--- src/rtl/bram_l11_ctrl.sv ---
// ---------------------------------------------------------------------------
// bram_l11_ctrl
//
// Sequencer for the layer-11 feature-map BRAM bank. A job first fills the
// bank with a producer stream (two words per beat), then drains it back to
// the convolution engine (two words per beat) through a 2-entry output FIFO
// so the consumer can stall at any time.
//
// Optional feature: define BRAM_CTRL_REPEAT_EN to replay the drain phase
// rd_passes times (0 treated as 1). Without it exactly one drain pass runs.
//
// Ports:
//   clk, rst_n              clock, synchronous active-low reset
//   start, len, rd_passes   job request (sampled in IDLE only)
//   wr_valid/wr_ready       producer handshake, wr_data1/2 = even/odd word
//   rd_valid/rd_ready       consumer handshake, rd_data1/2 = even/odd word
//   busy, done              status; done is a one-cycle end-of-job pulse
//   bram_addr1/2, bram_in1/2, bram_wr, bram_out1/2   bank ports
//   dbg_state_o             current FSM state
//
// Handshake rule (both sides): a transfer happens in a cycle where valid
// and ready are both high at the rising edge; valid never depends on ready.
// ---------------------------------------------------------------------------
module bram_l11_ctrl #(
  parameter int N_BRAM = 8,
  parameter int ADDR_W = 10
) (
  input  logic                  clk,
  input  logic                  rst_n,
  input  logic                  start,
  input  logic [ADDR_W:0]       len,
  input  logic [3:0]            rd_passes,
  input  logic                  wr_valid,
  output logic                  wr_ready,
  input  logic [N_BRAM*16-1:0]  wr_data1,
  input  logic [N_BRAM*16-1:0]  wr_data2,
  output logic                  rd_valid,
  input  logic                  rd_ready,
  output logic [N_BRAM*16-1:0]  rd_data1,
  output logic [N_BRAM*16-1:0]  rd_data2,
  output logic                  busy,
  output logic                  done,
  output logic [ADDR_W-1:0]     bram_addr1,
  output logic [ADDR_W-1:0]     bram_addr2,
  output logic [N_BRAM*16-1:0]  bram_in1,
  output logic [N_BRAM*16-1:0]  bram_in2,
  output logic                  bram_wr,
  input  logic [N_BRAM*16-1:0]  bram_out1,
  input  logic [N_BRAM*16-1:0]  bram_out2,
  output logic [1:0]            dbg_state_o
);

  localparam int DW = N_BRAM * 16;
  localparam logic [ADDR_W:0] PTR_TWO = (ADDR_W+1)'(2);

  typedef enum logic [1:0] {
    S_IDLE  = 2'd0,
    S_FILL  = 2'd1,
    S_DRAIN = 2'd2,
    S_DONE  = 2'd3
  } state_t;

  state_t          state_q, state_d;
  // Pointers are ADDR_W+1 bits so a full-depth job (len = 2**ADDR_W) ends
  // without wrapping.
  logic [ADDR_W:0] ptr_q, ptr_d;
  logic [ADDR_W:0] len_q, len_d;
  logic [ADDR_W:0] pcnt_q, pcnt_d;     // words popped in the current pass
  logic [3:0]      ipass_q, ipass_d;   // issue passes left after this one
  logic [3:0]      ppass_q, ppass_d;   // pop passes left after this one
  logic            inflight_q;         // read issued last cycle

  logic [2*DW-1:0] fifo_mem_q [2];
  logic            fifo_wp_q, fifo_rp_q;
  logic [1:0]      fifo_cnt_q;

  logic            issue;
  logic            pop;
  logic            room;
  logic [1:0]      occ_after_pop;
  logic [3:0]      passes_m1;

  assign rd_valid = (fifo_cnt_q != 2'd0);
  assign pop      = rd_valid & rd_ready;
  assign rd_data1 = fifo_mem_q[fifo_rp_q][2*DW-1:DW];
  assign rd_data2 = fifo_mem_q[fifo_rp_q][DW-1:0];

  // Occupancy is counted after this cycle's pop so a streaming consumer
  // keeps one read in flight and one pair buffered every cycle.
  assign occ_after_pop = fifo_cnt_q - {1'b0, pop};
  assign room          = (occ_after_pop + {1'b0, inflight_q}) < 2'd2;

  assign busy        = (state_q != S_IDLE);
  assign dbg_state_o = state_q;

`ifdef BRAM_CTRL_REPEAT_EN
  assign passes_m1 = (rd_passes == 4'd0) ? 4'd0 : (rd_passes - 4'd1);
`else
  wire unused_rd_passes = ^rd_passes;
  assign passes_m1 = 4'd0;
`endif

  always_comb begin
    state_d    = state_q;
    ptr_d      = ptr_q;
    len_d      = len_q;
    pcnt_d     = pcnt_q;
    ipass_d    = ipass_q;
    ppass_d    = ppass_q;
    wr_ready   = 1'b0;
    bram_wr    = 1'b0;
    bram_addr1 = '0;
    bram_addr2 = '0;
    bram_in1   = '0;
    bram_in2   = '0;
    issue      = 1'b0;
    done       = 1'b0;

    case (state_q)
      S_IDLE: begin
        if (start) begin
          len_d   = {len[ADDR_W:1], 1'b0};
          ptr_d   = '0;
          pcnt_d  = '0;
          ipass_d = passes_m1;
          ppass_d = passes_m1;
          state_d = (len[ADDR_W:1] == '0) ? S_DONE : S_FILL;
        end
      end

      S_FILL: begin
        wr_ready = 1'b1;
        if (wr_valid) begin
          bram_wr    = 1'b1;
          bram_addr1 = ptr_q[ADDR_W-1:0];
          bram_addr2 = {ptr_q[ADDR_W-1:1], 1'b1};  // ptr is always even
          bram_in1   = wr_data1;
          bram_in2   = wr_data2;
          if (ptr_q + PTR_TWO == len_q) begin
            ptr_d   = '0;
            state_d = S_DRAIN;
          end else begin
            ptr_d = ptr_q + PTR_TWO;
          end
        end
      end

      S_DRAIN: begin
        if ((ptr_q < len_q) && room) begin
          issue      = 1'b1;
          bram_addr1 = ptr_q[ADDR_W-1:0];
          bram_addr2 = {ptr_q[ADDR_W-1:1], 1'b1};
          // Rewind at the last issue of a pass so the next pass starts
          // immediately instead of waiting for the pops to catch up.
          if ((ptr_q + PTR_TWO == len_q) && (ipass_q != 4'd0)) begin
            ptr_d   = '0;
            ipass_d = ipass_q - 4'd1;
          end else begin
            ptr_d = ptr_q + PTR_TWO;
          end
        end
        if (pop) begin
          if (pcnt_q + PTR_TWO == len_q) begin
            pcnt_d = '0;
            if (ppass_q == 4'd0) begin
              state_d = S_DONE;
            end else begin
              ppass_d = ppass_q - 4'd1;
            end
          end else begin
            pcnt_d = pcnt_q + PTR_TWO;
          end
        end
      end

      S_DONE: begin
        done    = 1'b1;
        state_d = S_IDLE;
      end

      default: state_d = S_IDLE;
    endcase
  end

  always_ff @(posedge clk) begin
    if (!rst_n) begin
      state_q       <= S_IDLE;
      ptr_q         <= '0;
      len_q         <= '0;
      pcnt_q        <= '0;
      ipass_q       <= '0;
      ppass_q       <= '0;
      inflight_q    <= 1'b0;
      fifo_mem_q[0] <= '0;
      fifo_mem_q[1] <= '0;
      fifo_wp_q     <= 1'b0;
      fifo_rp_q     <= 1'b0;
      fifo_cnt_q    <= 2'd0;
    end else begin
      state_q    <= state_d;
      ptr_q      <= ptr_d;
      len_q      <= len_d;
      pcnt_q     <= pcnt_d;
      ipass_q    <= ipass_d;
      ppass_q    <= ppass_d;
      inflight_q <= issue;
      // Bank data for last cycle's read is valid now; capture it.
      if (inflight_q) begin
        fifo_mem_q[fifo_wp_q] <= {bram_out1, bram_out2};
        fifo_wp_q             <= ~fifo_wp_q;
      end
      if (pop) begin
        fifo_rp_q <= ~fifo_rp_q;
      end
      fifo_cnt_q <= fifo_cnt_q + {1'b0, inflight_q} - {1'b0, pop};
    end
  end

endmodule

--- config.mk ---
export PLATFORM = sky130hd
export DESIGN_NAME = bram_l11_ctrl
export DESIGN_NICKNAME = d
export VERILOG_FILES = /design/src/rtl/bram_l11_ctrl.sv
export SDC_FILE = /design/constraint.sdc
export NUM_CORES = 1
export LEC_CHECK = 0
export CAP_MARGIN = 5
export CORE_AREA = 8 8 412 414
export DETAILED_ROUTE_END_ITERATION = 7
export DIE_AREA = 0 0 420 422
export DONT_BUFFER_PORTS = 1
export PLACE_DENSITY = 0.38
export RECOVER_POWER = 50
export SYNTH_ARGS = -nofsm -noshare
export SYNTH_HDL_FRONTEND = slang
export SYNTH_SLANG_ARGS = --single-unit
--- constraint.sdc ---
create_clock -name clk -period 26.1 [get_ports clk]
set_input_delay 2.61 -clock clk [delete_from_list [all_inputs] [get_ports clk]]
set_output_delay 2.61 -clock clk [all_outputs]
set_load 0.02 [all_outputs]
==> results.ini, run 1 <==
[run_status]
outcome = finished with violations
violations = capacitance limit, slew limit

[detailed_routing]
drt_wl_total_mm = 145.8
viasPerCell = 3.954
remaining_drc_errors = 0
num_vias = 17564
wl_per_cell_um = 32.83
drtIter0Drc = 1235
wl_met1_mm = 43.62
wl_met3_mm = 9.744
ant_nets = 0
met2_wirelength_mm = 85.18
dr.pass1.iters = 5
highest_layer = met5

[grt]
grt_usage_pct = 15.66
grt_max_degree = 260
grt_pass1_wl_mm = 183.9
grt_pass1_vias = 16634
overflow = 0
antenna_found_initial = 154

[placed_design]
dpl.hpwl_mm = 115.8
io_buffers = 0
place_congestion = 0.8625

[floorplanning]
ioPinCount = 1071
core.rowCount = 149
die_area_sq_um = 177200
die_h_um = 422
dieWidth_um = 420
start_util_pct = 16.45
core-area_sq_um = 163500

[power_and_ir_drop]
combPwrFrac_pct = 26.4
switching_power_uw = 989.3
leakage_nw = 11.58
max-vdd-ir-drop_mv = 0.04556
p_seq_share_pct = 38.8
power_mw = 2.837
clockPowerShare_pct = 34.8
pwr_density_cell_nw_per_um2 = 89.28
internal_power_mw = 1.848
swShare_pct = 34.87

[synth]
async_flop_share_pct = 0
yosys_warnings = 0
synth_edf_count = 512
yosysTopAreaCell = edfxtp_1
synth_area_sq_um = 26900
synth-main-ff-cell = edfxtp_1
synth.net_count = 2660
ys_ff_latch = 558
synth_top_cell_area_share_pct = 57.16
synthDistinctLibCells = 66
yosysSeqAreaShare_pct = 60.59
syn_area_per_cell_sq_um = 12.77
synthCells = 2106
ys_top_cells_by_area = edfxtp_1 (57%), and2_1 (12%), mux2_2 (11%), and3_1 (6.0%), dfxtp_1 (3.4%)

[sta]
finalHoldViolCount = 0
drv_slew = 960
period_needed_ps = 13170
finalSetupTns_ps = 0
slew_headroom_pct = -506.6
tightest_slew_ps = 9099
rsz0062_at_grt = false
fin_crit_sh_pct = 50.47
clock_skew_ps = 22.45
clock.fmax_mhz = 75.92
setup_violations = 0

[worst_setup_path]
start_kind = primary input
crit_required_ps = 26110
worstPathArrival_ps = 13190
end_kind = flop
crit_fanout = 126
rrSetupSlack_ps = 14320
crit_type = primary input to flop

[cells_and_area]
nNetsFinal = 2583
area_growth_pct = 18.17
final_core_util_pct = 19.44
drive_gt1_share_pct = 17.89

[clocking]
numCtsBuffers = 73
cts_setup_buffers = 0
cts.path.max_buffers = 3
cts_resized = 0
htree_levels = 3
cts_tree = done
hold_buffers = 0
clk_latency_ps = 650
cts_sinks = 558
path_clk_slew_ps = 50
root_buffer = clkbuf_16

[hold_path]
hold_class = flop to flop

[flow_run]
max_cap_viol_count = 15

-- layout make-up --
cell class | instances | area (sq um)
Antenna cell | 174 | 435.4
Clock buffer | 88 | 1947
Multi-Input combinational cell | 1343 | 9773
Fill cell | 17805 | 131700
Timing Repair Buffer | 22 | 123.9
Tap cell | 2189 | 2739
Inverter | 31 | 116.4
Clock inverter | 37 | 352.8
Sequential cell | 558 | 16300
-- final timing paths --
kind / from / to / cells after the start
hold reg to reg: ppass_q[3] / ppass_q[3] / 2
hold / removal: ppass_q[3] / ppass_q[3] / 2
setup / recovery: rst_n / fifo_mem_q[0][153] / 4
setup reg to reg: inflight_q / fifo_mem_q[0][153] / 5
-- cell families after synthesis --
family	after synthesis	share of synthesized area, %
xor gates and xnor gates	31	1.009
DFF	558	60.59
buffers and inverters	205	3.084
and+or+nand+nor	950	21.56
muxes	256	10.72
AOI/OAI and AO/OA	83	2.005
adders and majority gates	22	1.023
other	1	0.01394
-- registers in the layout, indices dropped and copies added (netlist names), named ones only --
register / count
len_q: 10
fifo_mem_q: 512
fifo_wp_q: 1
fifo_rp_q: 1
fifo_cnt_q: 2
dbg_state_o: 2
ipass_q: 4
pcnt_q: 10
inflight_q: 1
ppass_q: 4
ptr_q: 10
-- per-stage QoR --
| stage | cell area (sq um) | setup WS (ps) | hold slack (ps) | std cells |
|---|---|---|---|---|
| floorplan | 26900 | 6627 | 457.4 | 2106 |
| global placement | 29160 | 18350 | 471.2 | 4143 |
| detailed placement | 29160 | 18340 | 479.3 | 4143 |
| CTS | 31460 | 18310 | 490.6 | 4268 |
| global route | 31580 | 11850 | 502.3 | 4360 |
| finish | 31780 | 12930 | 495.7 | 4442 |
-- layer usage --
metal	vias up	global-route usage [%]
met5	-	0
met4	12	8.614
met3	353	4.978
met2	927	31.25
met1	8732	13.45
li1	7540	-
-- power groups by stage --
stage / logic (mW) / registers (mW) / clock network (mW)
6_report: 0.749 / 1.10 / 0.987
5_1_grt: 0.789 / 1.11 / 1.05
3_5_place_dp: 0.772 / 1.11 / 0
4_1_cts: 0.776 / 1.10 / 1.03
2_1_floorplan: 0.570 / 1.14 / 0
3_3_place_gp: 0.775 / 1.11 / 0
-- cell usage in the layout (no fill, tap or decap), types with 6 or more instances in the layout --
cell type	count
nor3_1	12
inv_1	30
nor2_1	30
clkbuf_1	23
mux2_2	246
nand3_1	25
mux2_1	10
o21ai_0	14
and3_1	260
nand2_1	46
diode_2	174
a31oi_1	10
dfxtp_1	46
clkbuf_16	76
clkinv_1	15
xnor2_1	20
and2_0	213
xor2_1	11
and2_1	311
buf_4	11
edfxtp_1	512
ha_1	22
nand2b_1	8
clkinv_2	9
or3_1	7
nand4_1	6
a21oi_1	25
-- worst max-delay path: stages --
cell,delay (ps)
o21ai_0,60
clkbuf_1,2150
clkbuf_1,2320
clkbuf_1,5670
-- synth_stat cells, types with 7 or more instances --
| master | instances |
|---|---|
| nor2_1 | 30 |
| nand3_1 | 25 |
| mux2_2 | 256 |
| o21ai_0 | 14 |
| nand2_1 | 46 |
| a21oi_1 | 25 |
| nand2b_1 | 8 |
| xor2_1 | 11 |
| clkbuf_1 | 156 |
| dfxtp_1 | 46 |
| a31oi_1 | 10 |
| ha_1 | 22 |
| inv_1 | 30 |
| and3_1 | 260 |
| xnor2_1 | 20 |
| and2_1 | 524 |
| buf_4 | 11 |
| nor3_1 | 11 |
| or3_1 | 7 |
| edfxtp_1 | 512 |
Power figures use the tool's default switching activity.
==> inputs of run 2 (changes only) <==
==> constraint.sdc (replaced) <==
create_clock -name clk -period 12.4 [get_ports clk]
set_input_delay 1.24 -clock clk [delete_from_list [all_inputs] [get_ports clk]]
set_output_delay 1.24 -clock clk [all_outputs]
set_load 0.02 [all_outputs]
==> run 2 against run 1 <==
Worst hold slack lost 11 ps; power grew 110%; cell area increased by 0.43%; the flow finishes with violations (antenna rules, capacitance limit, slew limit); sequential share of layout area fell by 0.21 points; highest routed layer unchanged; clock power increased by 110%; critical path type unchanged; critical path depth decreased by 1; sequential cell count unchanged; largest power group unchanged.
==> results.ini, run 2 (synthesized netlist as in run 1, its figures left out) <==
[run_status]
outcome = finished with violations
violations = antenna rules, capacitance limit, slew limit

[hold_path]
hold_class = flop to flop
hold_end = ppass_q[3]
hold_start = ppass_q[3]
holdPathStages = 2  ; unchanged

[worst_setup_path]
timing.rr.start = inflight_q
max_stage_delay_ps = 2820  ; -2850 ps
r2r-end = fifo_mem_q[1][203]
crit_required_ps = 12550  ; -13560 ps
worstPathArrival_ps = 8020  ; -5170 ps
crit_chain = and3_1, nand2b_1, clkbuf_2
cp_slowest_cell = clkbuf_2
crit_type = primary input to flop
worstRegToRegCells = 3  ; -2
crit_fanout = 122  ; -3.2%
start_kind = primary input
cp_top_family = simple AND/OR/NAND/NOR gates
path_buf_inv = 1  ; -2
end_kind = flop
rrSetupSlack_ps = 4670  ; -9650 ps

[sta]
drv_slew = 799  ; -17%
tightest_slew_ps = 4495  ; -4603 ps
fin_crit_sh_pct = 63.47
slew_headroom_pct = -199.7  ; +310 points
finalHoldViolCount = 0  ; unchanged
finalSetupTns_ps = 0  ; unchanged
clock.fmax_mhz = 127.1
setup_violations = 0  ; unchanged
rsz0062_at_grt = false
clock_skew_ps = 32.26  ; +9.810 ps
period_needed_ps = 7870
whs_ps = 484.4  ; -11.31 ps
layout_setup_ws_ps = 4530  ; -8398 ps

[clocking]
cts.path.max_buffers = 3  ; unchanged
numCtsBuffers = 70  ; -4.1%
htree_levels = 3  ; unchanged
cts_tree = done
cts_resized = 0  ; unchanged
cts_setup_buffers = 0  ; unchanged
path_clk_slew_ps = 60  ; about the same
hold_buffers = 0  ; unchanged
clk_latency_ps = 650  ; about the same
root_buffer = clkbuf_16
cts_sinks = 558  ; unchanged

[placed_design]
dp_slack_ps = 7138  ; -11200 ps
place_inst = 4142  ; -0.024%
place_area_sq_um = 29160  ; about the same
place_congestion = 0.9254  ; +7.3%
dpl.hpwl_mm = 117.2  ; +1.3%
io_buffers = 0  ; unchanged

[grt]
overflow = 0  ; unchanged
grt_pass1_vias = 16276  ; -2.2%
grt_usage_pct = 15.77  ; +0.11 points
grt_pass1_wl_mm = 183.9  ; about the same
antenna_found_initial = 185  ; +20%
grt_max_degree = 260  ; unchanged

[floorplanning]
die_h_um = 422  ; unchanged
start_util_pct = 16.45  ; unchanged
core-area_sq_um = 163500  ; unchanged
ioPinCount = 1071  ; unchanged
dieWidth_um = 420  ; unchanged
die_area_sq_um = 177200  ; unchanged
core.rowCount = 149  ; unchanged

[cells_and_area]
area_growth_pct = 18.67
final_cells = 4505  ; +1.4%
final_cell_mix = edfxtp_1 (512), and2_1 (335), and3_1 (260)
final_core_util_pct = 19.52  ; +0.083 points
drive_gt1_share_pct = 18.40  ; +0.51 points
nNetsFinal = 2579  ; -0.15%
fin_area_sq_um = 31920  ; +0.43%
largest_reg_flops = 512  ; unchanged
regMostFlops = fifo_mem_q
final_common_cell = edfxtp_1

[detailed_routing]
ant_nets = 4  ; +4
dr.pass1.iters = 5  ; unchanged
num_vias = 17699  ; +0.77%
viasPerCell = 3.929  ; -0.64%
wl_per_cell_um = 32.69  ; -0.43%
remaining_drc_errors = 0  ; unchanged
drt_wl_total_mm = 147.3  ; +0.98%
drtIter0Drc = 1158  ; -6.2%

[power_and_ir_drop]
pwr_density_cell_nw_per_um2 = 185.1  ; +110%
power_mw = 5.908  ; +110%
leakage_nw = 11.58  ; about the same
max-vdd-ir-drop_mv = 0.1276  ; +180%

[flow_run]
max_cap_viol_count = 12  ; -3

run 2: worst max path at each step:
stage,cells after the start,to,slack (ps),startpoint
after floorplan,5,fifo_mem_q[1][0],3520,rst_n
after global placement,10,bram_addr1[5],7070,rd_ready
after detailed placement,10,bram_addr1[5],7140,rd_ready
after CTS,11,bram_addr1[5],6730,fifo_cnt_q[0]
after global routing,3,fifo_mem_q[1][197],3730,rst_n
final,3,fifo_mem_q[1][203],4530,rst_n
run 2: power breakdown:
group / internal [mW] / switching [mW]
clock network: 1.20 / 0.852
logic: 0.421 / 1.13
registers: 2.24 / 0.0782
run 2: tightest hold or removal path: cells and delay by family (launching register included):
family / cells / cell delay, ps
DFF: 1 / 320
and+or+nand+nor: 1 / 60
AOI/OAI and AO/OA: 1 / 50
run 2: routing by layer:
layer	GRT usage [%]	share of wire (%)	vias to the layer above
li1	-	-	7593
met1	12.64	28	8708
met2	32.74	58	968
met3	4.232	6.0	408
met4	9.462	8.3	22
met5	0	0.092	-
run 2: layout make-up:
type,count,area (sq um)
antenna,235,588.1
clock buffer,88,1861
tap,2189,2739
sequential,558,16300
multi-input combinational,1343,9772
fill,17889,131600
inverter,31,116.4
clock inverter,40,405.4
timing repair buffer,21,137.6
